File: config.mk
export PLATFORM = sky130hd
export DESIGN_NAME = sg_0001
export DESIGN_NICKNAME = d
export VERILOG_FILES = /design/src/rtl/sd_pkg.sv /design/src/rtl/sg_shift.sv /design/src/rtl/sg_0001.sv
export SDC_FILE = /design/constraint.sdc
export NUM_CORES = 1
export LEC_CHECK = 0
export BUFFER_PORTS_ARGS = -buffer_cell sky130_fd_sc_hd__buf_2
export CORE_MARGIN = 2
export CORE_UTILIZATION = 51
export DETAILED_ROUTE_END_ITERATION = 6
export GPL_TIMING_DRIVEN = 0
export PLACE_DENSITY = 0.85
export SETUP_SLACK_MARGIN = 0.2
export SYNTH_ARGS = -nofsm -noshare
export SYNTH_HDL_FRONTEND = slang
export SYNTH_SLANG_ARGS = --single-unit
File: constraint.sdc
create_clock -name clk -period 1.8 [get_ports clk]
set_input_delay 0.18 -clock clk [delete_from_list [all_inputs] [get_ports clk]]
set_output_delay 0.18 -clock clk [all_outputs]
set_load 0.02 [all_outputs]
File: src/rtl/sd_pkg.sv
// Shared definitions for the serial frame generator and its sequence detector.
package sd_pkg;

    // Frame phases, shared with the detector so both sides agree on the framing.
    typedef enum logic [1:0] {
        IDLE = 2'd0,
        SYNC = 2'd1,
        DATA = 2'd2,
        GAP  = 2'd3
    } sg_state_e;

    // Sync pattern, sent MSB first: 0,0,0,1.
    localparam logic [3:0] SYNC_PAT = 4'b0001;

    // Width of the zero-run counter; bit stuffing caps a run at two zeros.
    localparam int ZRUN_W = 2;

endpackage

File: src/rtl/sg_shift.sv
// Payload shift register and sent-bit counter for the frame generator.
// A hold cycle keeps the current MSB in place while a stuff bit goes out.
module sg_shift #(
    parameter int DATA_W = 8
) (
    input  logic              clk,
    input  logic              rst,
    input  logic              load,
    input  logic [DATA_W-1:0] load_data,
    input  logic              shift_en,
    input  logic              hold,
    output logic              bit_o,
    output logic              done_o
);
    localparam int CNT_W = $clog2(DATA_W + 1);

    logic [DATA_W-1:0] sr_q, sr_d;
    logic [CNT_W-1:0]  cnt_q, cnt_d;

    // Next state: load a fresh word or shift one payload bit out; hold freezes both.
    always_comb begin
        sr_d  = sr_q;
        cnt_d = cnt_q;
        if (load) begin
            sr_d  = load_data;
            cnt_d = '0;
        end else if (shift_en && !hold) begin
            sr_d  = {sr_q[DATA_W-2:0], 1'b0};
            cnt_d = cnt_q + 1'b1;
        end
    end

    // Register update with synchronous reset.
    always_ff @(posedge clk) begin
        if (rst) begin
            sr_q  <= '0;
            cnt_q <= '0;
        end else begin
            sr_q  <= sr_d;
            cnt_q <= cnt_d;
        end
    end

    // MSB is the next payload bit to send; done means every payload bit has been sent.
    assign bit_o  = sr_q[DATA_W-1];
    assign done_o = (cnt_q == CNT_W'(DATA_W));

endmodule

File: src/rtl/sg_0001.sv
// Serial frame generator: idle-high line, 0001 sync, MSB-first payload with a
// stuffed 1 after every two consecutive payload zeros, then an idle-high gap.
// All outputs except din_ready are registered; the state names the bit on y.
module sg_0001
    import sd_pkg::*;
#(
    parameter int DATA_W   = 8,
    parameter int GAP_BITS = 2
) (
    input  logic              clk,
    input  logic              rst,
    input  logic [DATA_W-1:0] din,
    input  logic              din_valid,
    output logic              din_ready,
    output logic              y,
    output logic              busy,
    output logic              frame_done
);
    sg_state_e         state_q, state_d;
    logic [3:0]        cnt_q, cnt_d;      // sync index in SYNC, gap index in GAP
    logic [ZRUN_W-1:0] zrun_q, zrun_d, zrun_nx;
    logic              y_q, y_d;
    logic              busy_q, busy_d;
    logic              fd_q, fd_d;

    logic sh_load, sh_shift, sh_hold, sh_bit, sh_done;

    sg_shift #(.DATA_W(DATA_W)) u_shift (
        .clk       (clk),
        .rst       (rst),
        .load      (sh_load),
        .load_data (din),
        .shift_en  (sh_shift),
        .hold      (sh_hold),
        .bit_o     (sh_bit),
        .done_o    (sh_done)
    );

    assign din_ready  = (state_q == IDLE) && !rst;
    assign y          = y_q;
    assign busy       = busy_q;
    assign frame_done = fd_q;

    // Next-state logic: decide the bit that goes on y in the coming cycle.
    always_comb begin
        state_d  = state_q;
        cnt_d    = cnt_q;
        y_d      = y_q;
        busy_d   = busy_q;
        fd_d     = 1'b0;
        sh_load  = 1'b0;
        sh_shift = 1'b0;
        sh_hold  = 1'b0;
        // Zero run including the bit currently on y.
        zrun_nx  = y_q ? '0 : zrun_q + 1'b1;
        zrun_d   = zrun_q;
        case (state_q)
            IDLE: begin
                y_d    = 1'b1;
                busy_d = 1'b0;
                if (din_valid && din_ready) begin
                    state_d = SYNC;
                    cnt_d   = '0;
                    zrun_d  = '0;
                    y_d     = SYNC_PAT[3];
                    busy_d  = 1'b1;
                    sh_load = 1'b1;
                end
            end
            SYNC: begin
                if (cnt_q == 4'd3) begin
                    // Sync's trailing 1 ends any run; payload starts with a clean count.
                    state_d  = DATA;
                    cnt_d    = '0;
                    zrun_d   = '0;
                    y_d      = sh_bit;
                    sh_shift = 1'b1;
                end else begin
                    cnt_d = cnt_q + 4'd1;
                    y_d   = SYNC_PAT[2'd2 - cnt_q[1:0]];
                end
            end
            DATA: begin
                zrun_d = zrun_nx;
                if (sh_done) begin
                    // Last payload bit is on y: never stuff here, go straight to gap.
                    state_d = GAP;
                    cnt_d   = '0;
                    zrun_d  = '0;
                    y_d     = 1'b1;
                    fd_d    = 1'b1;
                end else if (zrun_nx == ZRUN_W'(2)) begin
                    y_d      = 1'b1;
                    sh_shift = 1'b1;
                    sh_hold  = 1'b1;
                end else begin
                    y_d      = sh_bit;
                    sh_shift = 1'b1;
                end
            end
            GAP: begin
                y_d = 1'b1;
                if (cnt_q == 4'(GAP_BITS - 1)) begin
                    state_d = IDLE;
                    cnt_d   = '0;
                    busy_d  = 1'b0;
                end else begin
                    cnt_d = cnt_q + 4'd1;
                end
            end
            default: begin
                state_d = IDLE;
                y_d     = 1'b1;
                busy_d  = 1'b0;
            end
        endcase
    end

    // FSM and registered outputs; reset aborts any frame and idles the line high.
    always_ff @(posedge clk) begin
        if (rst) begin
            state_q <= IDLE;
            cnt_q   <= '0;
            zrun_q  <= '0;
            y_q     <= 1'b1;
            busy_q  <= 1'b0;
            fd_q    <= 1'b0;
        end else begin
            state_q <= state_d;
            cnt_q   <= cnt_d;
            zrun_q  <= zrun_d;
            y_q     <= y_d;
            busy_q  <= busy_d;
            fd_q    <= fd_d;
        end
    end

endmodule

==> Word level (Yosys, flattened, before mapping) <==
Index checks and enable logic that the tools add are counted.
{ "totals": {"out_inout_bits": 4, "ff_bits": 23, "wordCells": 75, "in_bits": 11} }
{ "classes": {"n_eq_ne": 11, "muxes": 35, "add_sub_neg": 4, "bitwise": 1, "order_cmp": 1, "reduce_logical": 15} }
{ "ops": {"columns": ["cell", "n"], "rows": [
  ["2-bit two-way mux", 8],
  ["4-bit two-way mux", 4],
  ["8-bit two-way mux", 2],
  ["4-bit case mux with 4 select lines", 1],
  ["1-bit two-way mux", 14],
  ["4-bit by 1-bit adder with 4-bit output, second input constant", 2],
  ["2-bit case mux with 4 select lines", 1],
  ["2-bit equality test, second input constant", 3],
  ["2-bit inequality test, second input constant", 3],
  ["2-bit case mux with 3 select lines", 1],
  ["4-bit by 1-bit equality test with 1-bit output, second input constant", 1],
  ["4-bit by 2-bit equality test with 1-bit output, second input constant", 1],
  ["4-bit equality test, second input constant", 1],
  ["1-bit case mux with 2 select lines", 2],
  ["1-bit case mux with 4 select lines", 1],
  ["2-bit AND reduction", 2],
  ["4-bit AND reduction", 1],
  ["2-bit nonzero test", 2],
  ["2-bit OR reduction", 2],
  ["1-bit logical AND", 3],
  ["2-bit by 3-bit < comparator with 1-bit output, second input constant", 1],
  ["3-bit AND reduction", 1],
  ["3-bit nonzero test", 1],
  ["2-bit by 1-bit adder with 2-bit output, second input constant", 1],
  ["other kinds (7)", 8]
]} }

==> Logic depth before layout (Yosys ltp) <==
Gate-level depths: netlist (run 1).
{ "depth": {"ltp_word": 10, "mapped_depth": 8, "depth_no_buf": 6} }

==> Modules after synthesis <==
A second synthesis (run 1) with hierarchy kept.
{ "hier_totals": {"hier_cells": 154, "hier_area_um2": 1355.0} }
{ "by_module_without_submodules": {"columns": ["module", "cells_each", "n_inst", "area_per_inst_um2"], "rows": [
  ["sg_0001", 90, 1, 726.9],
  ["sg_shift", 64, 1, 628.1]
]} }

==> Worst setup path after synthesis (run 1) <==
Ideal clock, no wire load.
{ "synth_path": {"path_type": "register to register", "startpoint": "reg state_q[1]", "endpoint": "reg u_shift.sr_q[6]", "required_ps": 1709, "stages_incl_launch_ff": 7, "arrival_ps": 1804, "synth_period_minus_slack_ps": 1895, "path_buffers": 1, "setup_slack_ps": -95, "cell_sequence": "dfxtp_1 > inv_1 > ha_1 > nor2b_1 > nand2_1 > clkbuf_1 > a311oi_1"} }
{ "synth_between": {"elab_chain_len": 6, "word_cells_on_any_way": 13, "cone_classes": "eq/ne (2); mux (5); reduce/logical (6)"} }
{ "synth_rtl": {"columns": ["item", "line_no", "text"], "rows": [
  ["start: declaration", "sg_0001.sv:19", "sg_state_e state_q, state_d;"],
  ["start signal: assignment", "sg_0001.sv:129", "state_q <= state_d;"],
  ["2-bit logical NOT (*)", "sg_0001.sv:39", "assign din_ready = (state_q == IDLE) && !rst;"],
  ["1-bit logical AND (*)", "sg_0001.sv:39", null],
  ["via din_ready", "sg_0001.sv:14", "output logic din_ready,"],
  ["1-bit logical AND (*)", "sg_0001.sv:61", "if (din_valid && din_ready) begin"],
  ["1-bit two-way mux (*)", "sg_0001.sv:61", null],
  ["1-bit two-way mux (*)", "sg_0001.sv:57", "case (state_q)"],
  ["8-bit two-way mux or 2-bit nonzero test (tied branches)", null, null],
  ["end signal: assignment", "sg_shift.sv:39", "sr_q <= sr_d;"],
  ["end: declaration", "sg_shift.sv:17", "logic [DATA_W-1:0] sr_q, sr_d;"]
]} }
Mark *: on every way through the listed nets, which the timed path passes. The rest lies on a longest branch.
A chain may end at the register's enable or synchronous reset.

==> Worst setup path after layout (run 1) <==
{ "layout_path": {"startpoint": "reg cnt_q[1]", "endpoint": "reg u_shift.sr_q[6]"} }
{ "layout_between": {"elab_chain_len": 5} }
{ "layout_rtl": {"columns": ["item", "line_no", "text"], "rows": [
  ["start: declaration", "sg_0001.sv:20", "logic [3:0] cnt_q, cnt_d;"],
  ["start signal: assignment", "sg_0001.sv:130", "cnt_q <= cnt_d;"],
  ["4-bit by 2-bit equality test with 1-bit output", "sg_0001.sv:71", "if (cnt_q == 4'd3) begin"],
  ["1-bit two-way mux", "sg_0001.sv:71", null],
  ["1-bit case mux with 2 select lines", "sg_0001.sv:57", null],
  ["1-bit logical AND", "sg_shift.sv:27", "end else if (shift_en && !hold) begin"],
  ["2-bit nonzero test (no source line)", null, null]
]} }
Every way passes these cells.

==> results of run 1 <==
## tightest hold or removal path: cells and delay by family
family | cells | cell delay, ns
AND/OR/NAND/NOR | 1 | 0.05
AO/OA/AOI/OAI | 1 | 0.05
buffers and inverters | 1 | 0.10
## path summary, 6_finish.rpt
kind                  from              end  slack, ns  depth (start not counted)
setup / recovery  cnt_q[1]  u_shift.sr_q[6]      -0.04                          8
hold / removal      din[0]  u_shift.sr_q[0]       0.07                          3
setup reg to reg  cnt_q[1]  u_shift.sr_q[6]      -0.04                          8
hold reg to reg       busy             busy       0.50                          2
## layout make-up
class / count / area share [%]
tap: 30 / 1.96
timing repair buffer: 35 / 13.0
clock buffer: 3 / 1.17
inverter: 12 / 2.61
buffer: 7 / 3.46
multi-input combinational: 117 / 52.6
sequential: 23 / 24.9
clock inverter: 1 / 0.261
## kinds of logic after synthesis
family | after synthesis
adders and majority gates | 11
and+or+nand+nor | 54
buffers and inverters | 19
AOI/OAI and AO/OA | 50
xor gates and xnor gates | 2
DFF | 23
## metrics by stage
stage	utilization (%)	TNS (ns)	total power, uW
finish	76.7	-0.114	2840
CTS	71.3	0	2470
global route	76.7	-0.596	2950
global placement	61.7	-0.307	1820
floorplan	-	0	1610
detailed placement	61.7	-0.694	1870
## per-layer routing
metal	wire length [um]	GRT usage, %	vias up
met5	0	0	-
met1	1710	33.9	706
met4	208	18.8	0
met2	2120	41.8	120
li1	-	-	679
met3	451	7.03	27
## synthesized netlist by cell type (2+ instances only)
master and count:
sky130_fd_sc_hd__dfxtp_1 23, sky130_fd_sc_hd__a21oi_1 13, sky130_fd_sc_hd__nor2_1 12, sky130_fd_sc_hd__ha_1 11, sky130_fd_sc_hd__inv_1 10, sky130_fd_sc_hd__a311oi_1 8, sky130_fd_sc_hd__nand3_1 8, sky130_fd_sc_hd__nand4_1 8
sky130_fd_sc_hd__o21ai_1 7, sky130_fd_sc_hd__clkbuf_1 5, sky130_fd_sc_hd__o21ai_0 5, sky130_fd_sc_hd__nand2_1 4, sky130_fd_sc_hd__nand2b_1 3, sky130_fd_sc_hd__nor2b_1 3, sky130_fd_sc_hd__o31ai_1 3, sky130_fd_sc_hd__a21o_1 2
sky130_fd_sc_hd__a221oi_1 2, sky130_fd_sc_hd__a31o_2 2, sky130_fd_sc_hd__nor3_1 2, sky130_fd_sc_hd__nor3b_1 2, sky130_fd_sc_hd__or3_1 2, sky130_fd_sc_hd__or4_1 2, sky130_fd_sc_hd__xnor2_1 2
## sequential cells by signal (all words and copies together), names as in the netlist
register	count
y	1
cnt_q	4
zrun_q	2
u_shift.cnt_q	4
frame_done	1
u_shift.sr_q	8
state_q	2
busy	1
## report_power, final
part,leakage (uW),internal [uW],switching (uW)
combinational,0.000493,859,973
sequential,0.000191,628,118
clock,0.0000177,83.7,181
## what timing repair did
action / CTS / global route
gates cloned: 1 / 0
resized for setup: 26 / 25
endpoints found under the setup margin: 20 / 21
buffers inserted: 15 / 5
pin swaps: 7 / 17
==> flow_summary.toml, run 1 <==
[power]
peakVddDrop_mv = 1.18
powerDensity_nw_per_um2 = 1480
cellLeakagePower_uw = 0.000703

[critical_path]
slowest_stage = "sky130_fd_sc_hd__dfxtp_4"
crit_path_end_kind = "register"
crit_path_max_incr_delay_ns = 0.38
crit_path_cell_trace = "ha_4 > buf_4 > buf_6 > and4bb_2 > a21oi_4 > buf_6 > o21ai_2 > a311oi_1"
worst-endpoint-required_ns = 2.05
critPathBufInv = 3
path_class = "register to register"
path_common_cell = "sky130_fd_sc_hd__buf_6"
crit_fanout = 7
type_of_element_launching_the_critical_path = "register"
cp_top_family = "compound AO/OA/AOI/OAI gates"
critical_path_arrival_ns = 2.09

[clocking]
clk_pin_slew_ns = 0.15
tritoncts_num_sinks = 23
cts.htree.levels = 1
clkLatencyLatePin_ns = 0.34
tritoncts = "built"
cts_buffers = 3
maximum_count_of_clock_buffers_along_a_single_path = 2
cts-hold-fix-buffers = 0
clock-root-buffer = "sky130_fd_sc_hd__clkbuf_4"

[placement]
place.port_buffers = 14
placement.cell_area_um2 = 1540
post-place-cells = 203
dpl.hpwl_mm = 2.33
place_congestion = 0.810
dpl_worst_slack_ns = -0.123

[synth]
synth-warning-count = 0
synthesized_flop_and_latch_total = 23
synth_area_leader_cell = "sky130_fd_sc_hd__dfxtp_1"
synth.yosys.seq_area_share_pct = 34.1
synth.cell_area_um2 = 1350
yosysTopAreaCellShare_pct = 34.1
postSynth.asyncResetShare_pct = 0
main_combinational_cell_family_by_area_after_synthesis = "compound AO/OA/AOI/OAI gates"
synth-edff-count = 0
synth.top_cells.by_area = "sky130_fd_sc_hd__dfxtp_1, sky130_fd_sc_hd__ha_1, sky130_fd_sc_hd__a311oi_1"
dominantRegCellSynth = "sky130_fd_sc_hd__dfxtp_1"
synth_area_in_simple_gates_pct = 22.9
synth_fp_nets = 181
yosysUniqueCellTypes = 43
post_synth.cell_area_avg_um2 = 8.49
synth_compound_area_share_pct = 26.1
yosys.area_share.xor_xnor_pct = 1.30
multiplexer_share_of_the_synthesized_area_pct = 0
synthesized_netlist_cell_count = 159
yosys.area_share.adder_pct = 10.2

[sta]
fin_ws_ns = -0.0435
finalCriticalPeriod_ns = 1.84
fin_worst_skew_ns = 0.0160
worst_pin_slew_ns = 0.515
timing.final.max_slew_violations = 0
maxClockFrequency_ghz = 0.542
timing.final.crit_share_pct = 102
finalHoldWorstSlack_ns = 0.0667
rsz_0062_raised_after_global_routing = "true"
report.final.setup_viol = 4
report.final.hold_viol_count = 0
slew_headroom_pct = 65.7

[routing]
drt-total-wl_mm = 4.49
drt-wirelength-per-cell_um = 19.7
drt-vias-per-instance = 6.72
detailedRoute.firstPassIterationCount = 7
detailroute.via_count = 1532
drt_drc_violations_left = 1
count_of_routing_violations_after_the_opening_detailed_route_iteration = 101
antenna_violating_nets_post_route = 0

[die]
rows = 18
floorplan.core_area_um2 = 2500
start_util_pct = 54.0
ioPinCount = 15
die_area_um2 = 3070
die-width_um = 55.5
floorplan.die.height_um = 55.5

[global_route]
final_global_route_overflow_total = 0
grt_antenna_before_repair = 0
first_global_vias = 1471
grt_usage_pct = 27.5
grt_first_pass_wirelength_mm = 6.73
grt_max_degree = 14

[final_layout]
area.growth.synth_to_final_pct = 42.1
diodes = 0
fillCellCount = 149
final_cell_area_um2 = 1920
multi_input_comb_area_um2 = 1010
sequential_cell_area_um2 = 478
layout_common_cells = "sky130_fd_sc_hd__dfxtp_1, sky130_fd_sc_hd__buf_4, sky130_fd_sc_hd__buf_2"
fin_cells = 228
most_common_cell_after_layout_fill_and_taps_aside = "sky130_fd_sc_hd__dfxtp_1"
drive_gt1_share_pct = 44.4
finalNetCount = 221

[outcome]
run_status = "finished with violations"
failed_checks = "DRC, setup timing"

[hold_path]
holdCritPathClass = "primary input to register"

[job]
cap_viol_max_count = 0
Note: power is estimated with default switching activity, not from simulation.
==> run 2: changes to the inputs <==
--- a/config.mk
+++ b/config.mk
@@ -5,12 +5,13 @@
 export SDC_FILE = /design/constraint.sdc
 export NUM_CORES = 1
 export LEC_CHECK = 0
+export ABC_AREA = 1
 export BUFFER_PORTS_ARGS = -buffer_cell sky130_fd_sc_hd__buf_2
 export CORE_MARGIN = 2
-export CORE_UTILIZATION = 51
+export CORE_UTILIZATION = 52
 export DETAILED_ROUTE_END_ITERATION = 6
 export GPL_TIMING_DRIVEN = 0
-export PLACE_DENSITY = 0.85
+export PLACE_DENSITY = 0.86
 export SETUP_SLACK_MARGIN = 0.2
 export SYNTH_ARGS = -nofsm -noshare
 export SYNTH_HDL_FRONTEND = slang
==> flow_summary.toml, run 2 <==
[final_layout]
drive_gt1_share_pct = 30.9
most_common_cell_after_layout_fill_and_taps_aside = "sky130_fd_sc_hd__nand2_1"
area.growth.synth_to_final_pct = 16.2
diodes = 0
biggestRegsByFlops = "u_shift.sr_q: 8 flops, cnt_q: 4 flops, u_shift.cnt_q: 4 flops"
layout_common_cells = "sky130_fd_sc_hd__nand2_1, sky130_fd_sc_hd__inv_1, sky130_fd_sc_hd__dfxtp_1"
finalNetCount = 240
largest_register_ff_count = 8
fin_cells = 248
max_flop_register = "u_shift.sr_q"
fillCellCount = 263

[routing]
detailedRoute.firstPassIterationCount = 4
drt_drc_violations_left = 0
drt-wirelength-per-cell_um = 11.9
detailroute.via_count = 1287
route.layer.met1.wl_mm = 1.37
met2_wirelength_mm = 1.41
count_of_routing_violations_after_the_opening_detailed_route_iteration = 47
detailroute.wirelength.met3_um = 115
drt-vias-per-instance = 5.19
drt-total-wl_mm = 2.96
highest_metal_used = "met4"
antenna_violating_nets_post_route = 0

[critical_path]
crit_path_end_kind = "register"
cp_num_cells = 8
timing.reg2reg.setup_slack_ns = 0.30
path_class = "register to register"
crit_path_max_incr_delay_ns = 0.38
r2r-start = "state_q[1]"
worst-endpoint-required_ns = 2.01
crit_path_end = "u_shift.sr_q[5]"
rr_worst_depth = 8
cp_top_family = "simple AND/OR/NAND/NOR gates"
critPathBufInv = 2
critPathLaunch = "state_q[1]"
crit_path_cell_trace = "inv_2 > ha_1 > nand3_2 > nand2_4 > nand3_4 > clkbuf_16 > nand3_2 > a21oi_2"
slowest_stage = "sky130_fd_sc_hd__dfxtp_2"
critical_path.reg2reg.endpoint = "u_shift.sr_q[5]"
path_common_cell = "sky130_fd_sc_hd__nand3_2"
critical_path_arrival_ns = 1.70
crit_fanout = 6
type_of_element_launching_the_critical_path = "register"

[synth]
dominantRegCellSynth = "sky130_fd_sc_hd__dfxtp_1"
synthesized_flop_and_latch_total = 23
postSynth.asyncResetShare_pct = 0
synthesized_netlist_cell_count = 195
synth_fp_nets = 217
synth.yosys.seq_area_share_pct = 31.7
most_frequently_used_cell_type_in_the_post_synthesis_netlist = "sky130_fd_sc_hd__nand2_1"
synth.cell_area_um2 = 1450
synth-warning-count = 0
netlist_top_cells_count = "sky130_fd_sc_hd__nand2_1, sky130_fd_sc_hd__dfxtp_1, sky130_fd_sc_hd__inv_1, sky130_fd_sc_hd__nor2_1, sky130_fd_sc_hd__ha_1"
post_synth.cell_area_avg_um2 = 7.46
synth-edff-count = 0
yosysUniqueCellTypes = 25
synth_area_leader_cell = "sky130_fd_sc_hd__dfxtp_1"
synth.top_cells.by_area = "sky130_fd_sc_hd__dfxtp_1, sky130_fd_sc_hd__nand2_1, sky130_fd_sc_hd__ha_1"
yosysTopAreaCellShare_pct = 31.7

[sta]
fin_worst_skew_ns = 0.00213
fin_ws_ns = 0.303
report.final.setup_viol = 0
maxClockFrequency_ghz = 0.668
slew_headroom_pct = 56.7
rsz_0062_raised_after_global_routing = "false"
fin_setup_tns_ns = 0
report.final.hold_viol_count = 0
worst_pin_slew_ns = 0.649
finalHoldWorstSlack_ns = 0.0368
finalCriticalPeriod_ns = 1.50
timing.final.crit_share_pct = 83.1
timing.final.max_slew_violations = 0

[power]
powerDensity_nw_per_um2 = 1070
cellLeakagePower_uw = 0.000729
peakVddDrop_mv = 0.733

[clocking]
cts.htree.levels = 1
clock-root-buffer = "sky130_fd_sc_hd__clkbuf_4"
tritoncts = "built"
cts-hold-fix-buffers = 0
tritoncts_num_sinks = 23
cts_buffers = 3
maximum_count_of_clock_buffers_along_a_single_path = 2
clkLatencyLatePin_ns = 0.33
clk_pin_slew_ns = 0.14

[hold_path]
holdCritPathClass = "primary input to register"

[die]
rows = 19
ioPinCount = 15
floorplan.die.height_um = 56.9
die-width_um = 56.9
start_util_pct = 53.6
floorplan.core_area_um2 = 2710
die_area_um2 = 3230

[placement]
dpl.hpwl_mm = 1.95
place.port_buffers = 13
post-place-cells = 239
place_congestion = 0.813
dpl_worst_slack_ns = 0.175

[global_route]
grt_antenna_before_repair = 0
grt_max_degree = 14
grt_usage_pct = 18.0
grt_first_pass_wirelength_mm = 4.64
final_global_route_overflow_total = 0
first_global_vias = 1142

[job]
cap_viol_max_count = 0

[outcome]
run_status = "finished clean"
[run 2: metrics by stage]
step                      cell area, um^2  utilization [%]  total power [uW]
final                                1690             62.3              1810
after global routing                 1690             62.3              1950
after CTS                            1590             58.6              1690
after detailed placement             1560             57.5              1430
after global placement               1560             57.5              1420
after floorplan                      1450                -              1270
[run 2: final cells by class]
cell class | count | area [um^2] | area share (%)
repair buffers | 18 | 120 | 7.11
inverters | 26 | 100 | 5.93
multi-input cells | 142 | 898 | 53.2
plain buffers | 4 | 37.5 | 2.22
flip-flops and latches | 23 | 467 | 27.6
clock inverters | 1 | 5.00 | 0.296
clock buffers | 3 | 22.5 | 1.33
well taps | 31 | 38.8 | 2.30
[run 2: kinds of logic (layout without fill, tap and decap cells)]
logic type / Yosys count / after routing / synth area share, %
simple gates: 99 / 99 / 35.7
compound gates: 31 / 31 / 13.1
buf+inv: 30 / 52 / 9.47
xor+xnor: 1 / 1 / 0.603
fa+ha+maj: 11 / 11 / 9.47
flops: 23 / 23 / 31.7
[run 2: power by group]
group / total (uW) / internal, uW / switching (uW)
Combinational: 867 / 341 / 525
Clock: 263 / 83.5 / 180
Sequential: 684 / 597 / 86.5
[run 2: worst min path at each step]
stage | cells after the start | start | end | slack [ns]
2_1_floorplan | 2 | din[0] | u_shift.sr_q[0] | 0.34
3_3_place_gp | 2 | rst | u_shift.sr_q[0] | 0.39
3_5_place_dp | 2 | rst | u_shift.sr_q[0] | 0.39
4_1_cts | 2 | rst | u_shift.sr_q[0] | 0.03
5_1_grt | 2 | rst | u_shift.sr_q[0] | 0.04
6_report | 2 | rst | u_shift.sr_q[0] | 0.04
[run 2: layer usage]
layer / GRT usage, % / vias to the layer above
li1: - / 668
met1: 22.9 / 575
met2: 29.6 / 37
met3: 2.76 / 7
met4: 8.97 / 0
met5: 0 / -
[run 2: timing repair]
item	4_1_cts	5_1_grt
cloned	0	1
pin swaps	0	2
buffers inserted	0	4
endpoints found under the setup margin	6	22
gates resized for setup	1	13
==> run 3: changes to the inputs <==
==> constraint.sdc (replaced) <==
create_clock -name clk -period 1.35 [get_ports clk]
set_input_delay 0.135 -clock clk [delete_from_list [all_inputs] [get_ports clk]]
set_output_delay 0.135 -clock clk [all_outputs]
set_load 0.02 [all_outputs]
==> flow_summary.toml, run 3 (synthesis gave the netlist of run 2 again) <==
[power]
total_power_uw = 2830
cellLeakagePower_uw = 0.000802
powerDensity_nw_per_um2 = 1490
peakVddDrop_mv = 0.986

[critical_path]
path_class = "register to register"
crit_fanout = 5
cp_top_family = "simple AND/OR/NAND/NOR gates"
critical_path_arrival_ns = 1.61
type_of_element_launching_the_critical_path = "register"
worst-endpoint-required_ns = 1.55
crit_path_end_kind = "register"
cp_num_cells = 9
crit_path_max_incr_delay_ns = 0.39
slowest_stage = "sky130_fd_sc_hd__dfxtp_4"
critPathBufInv = 2
crit_path_cell_trace = "inv_4 > ha_4 > nand3_4 > nand2_4 > nand2_8 > nor2_4 > inv_4 > nand2_2 > a21oi_2"
path_common_cell = "sky130_fd_sc_hd__inv_4"
rr_worst_depth = 9

[global_route]
grt_first_pass_wirelength_mm = 5.08
final_global_route_overflow_total = 0
grt_antenna_before_repair = 0
grt_max_degree = 14
first_global_vias = 1156
grt_usage_pct = 20.0

[hold_path]
holdCritPathClass = "primary input to register"
timing.hold.worst_path_depth = 2

[final_layout]
layout_common_cells = "sky130_fd_sc_hd__nand2_1, sky130_fd_sc_hd__dfxtp_1, sky130_fd_sc_hd__inv_1, sky130_fd_sc_hd__nor2_1"
area.growth.synth_to_final_pct = 30.9
largest_register_ff_count = 8
finalNetCount = 252
diodes = 0
final_cell_area_um2 = 1900
max_flop_register = "u_shift.sr_q"
multi_input_comb_area_um2 = 977
most_common_cell_after_layout_fill_and_taps_aside = "sky130_fd_sc_hd__nand2_1"
drive_gt1_share_pct = 43.7
fillCellCount = 205
sequential_cell_area_um2 = 477
biggestRegsByFlops = "u_shift.sr_q: 8 flops, cnt_q: 4 flops, u_shift.cnt_q: 4 flops"

[sta]
report.final.setup_viol = 18
timing.final.crit_share_pct = 104
fin_worst_skew_ns = 0.0178
finalCriticalPeriod_ns = 1.41
fin_ws_ns = -0.0588
rsz_0062_raised_after_global_routing = "true"
timing.final.max_slew_violations = 0
worst_pin_slew_ns = 0.671
slew_headroom_pct = 55.3
report.final.hold_viol_count = 0
maxClockFrequency_ghz = 0.710

[clocking]
maximum_count_of_clock_buffers_along_a_single_path = 2
cts_buffers = 3
tritoncts = "built"
tritoncts_num_sinks = 23
clk_pin_slew_ns = 0.12
clkLatencyLatePin_ns = 0.34
clock-root-buffer = "sky130_fd_sc_hd__clkbuf_4"
cts.htree.levels = 1

[routing]
antenna_violating_nets_post_route = 0
drt-total-wl_mm = 3.40
detailroute.via_count = 1366
drt-vias-per-instance = 5.25
drt-wirelength-per-cell_um = 13.1
detailedRoute.firstPassIterationCount = 4
drt_drc_violations_left = 0
count_of_routing_violations_after_the_opening_detailed_route_iteration = 45

[die]
start_util_pct = 53.6
floorplan.core_area_um2 = 2710
die-width_um = 56.9
rows = 19
floorplan.die.height_um = 56.9
die_area_um2 = 3230
ioPinCount = 15

[placement]
place.port_buffers = 13
dpl.hpwl_mm = 2.00
dpl_worst_slack_ns = -0.0846
place_congestion = 0.803
placement.cell_area_um2 = 1650

[outcome]
failed_checks = "setup timing"
run_status = "finished with violations"

[job]
cap_viol_max_count = 0
## run 3: cell types whose count changed in the layout (fill, tap and decap cells not counted), moves of 4 or more
cell	previous run	this run
sky130_fd_sc_hd__buf_4	5	13
sky130_fd_sc_hd__nand2_2	0	6
sky130_fd_sc_hd__a21oi_2	9	13
sky130_fd_sc_hd__o21ai_1	3	8
sky130_fd_sc_hd__inv_1	19	14
sky130_fd_sc_hd__nand2_1	56	49
sky130_fd_sc_hd__a21oi_1	9	5
sky130_fd_sc_hd__o21ai_0	9	4
## run 3: worst paths after layout
path / from / endpoint / slack, ns
max: state_q[1] / state_q[0] / -0.06
min: rst / zrun_q[0] / 0.002
max reg2reg: state_q[1] / state_q[0] / -0.06
min reg2reg: u_shift.sr_q[4] / u_shift.sr_q[4] / 0.49
## run 3: power breakdown
group	internal (uW)	leakage (uW)	switching, uW
logic	673	0.000594	886
clock network	112	0.0000177	238
registers	805	0.000191	119
## run 3: cell type report
| cell class | instances | share of cell area, % |
|---|---|---|
| clock buffers | 3 | 1.18 |
| repair buffers | 30 | 11.8 |
| well taps | 31 | 2.04 |
| multi-input cells | 142 | 51.3 |
| flip-flops and latches | 23 | 25.0 |
| clock inverters | 1 | 0.263 |
| plain buffers | 4 | 2.37 |
| inverters | 26 | 5.92 |
## run 3: metal layers
layer,vias up,track usage [%],wire [um]
li1,691,-,-
met1,629,25.6,1480
met2,37,31.6,1680
met3,9,2.53,138
met4,0,13.0,108
met5,-,0,0
## run 3: per-stage QoR
stage / util (%) / hold WS (ns) / TNS (ns) / std cells
after global routing: 70.2 / 0.00720 / -2.20 / 260
after CTS: 65.7 / 0.00252 / -0.195 / 254
final: 70.2 / 0.00155 / -0.640 / 260
after floorplan: - / 0.293 / 0 / 195
after global placement: 60.7 / 0.346 / -0.642 / 239
after detailed placement: 60.7 / 0.344 / -0.696 / 239
## run 3: repair_timing
item / CTS / global route
gates cloned: 0 / 1
setup endpoints to repair: 23 / 23
resized for setup: 10 / 20
hold endpoints to repair: 1 / 0
setup buffers: 9 / 5
hold buffers: 2 / 0
pin swaps: 6 / 6
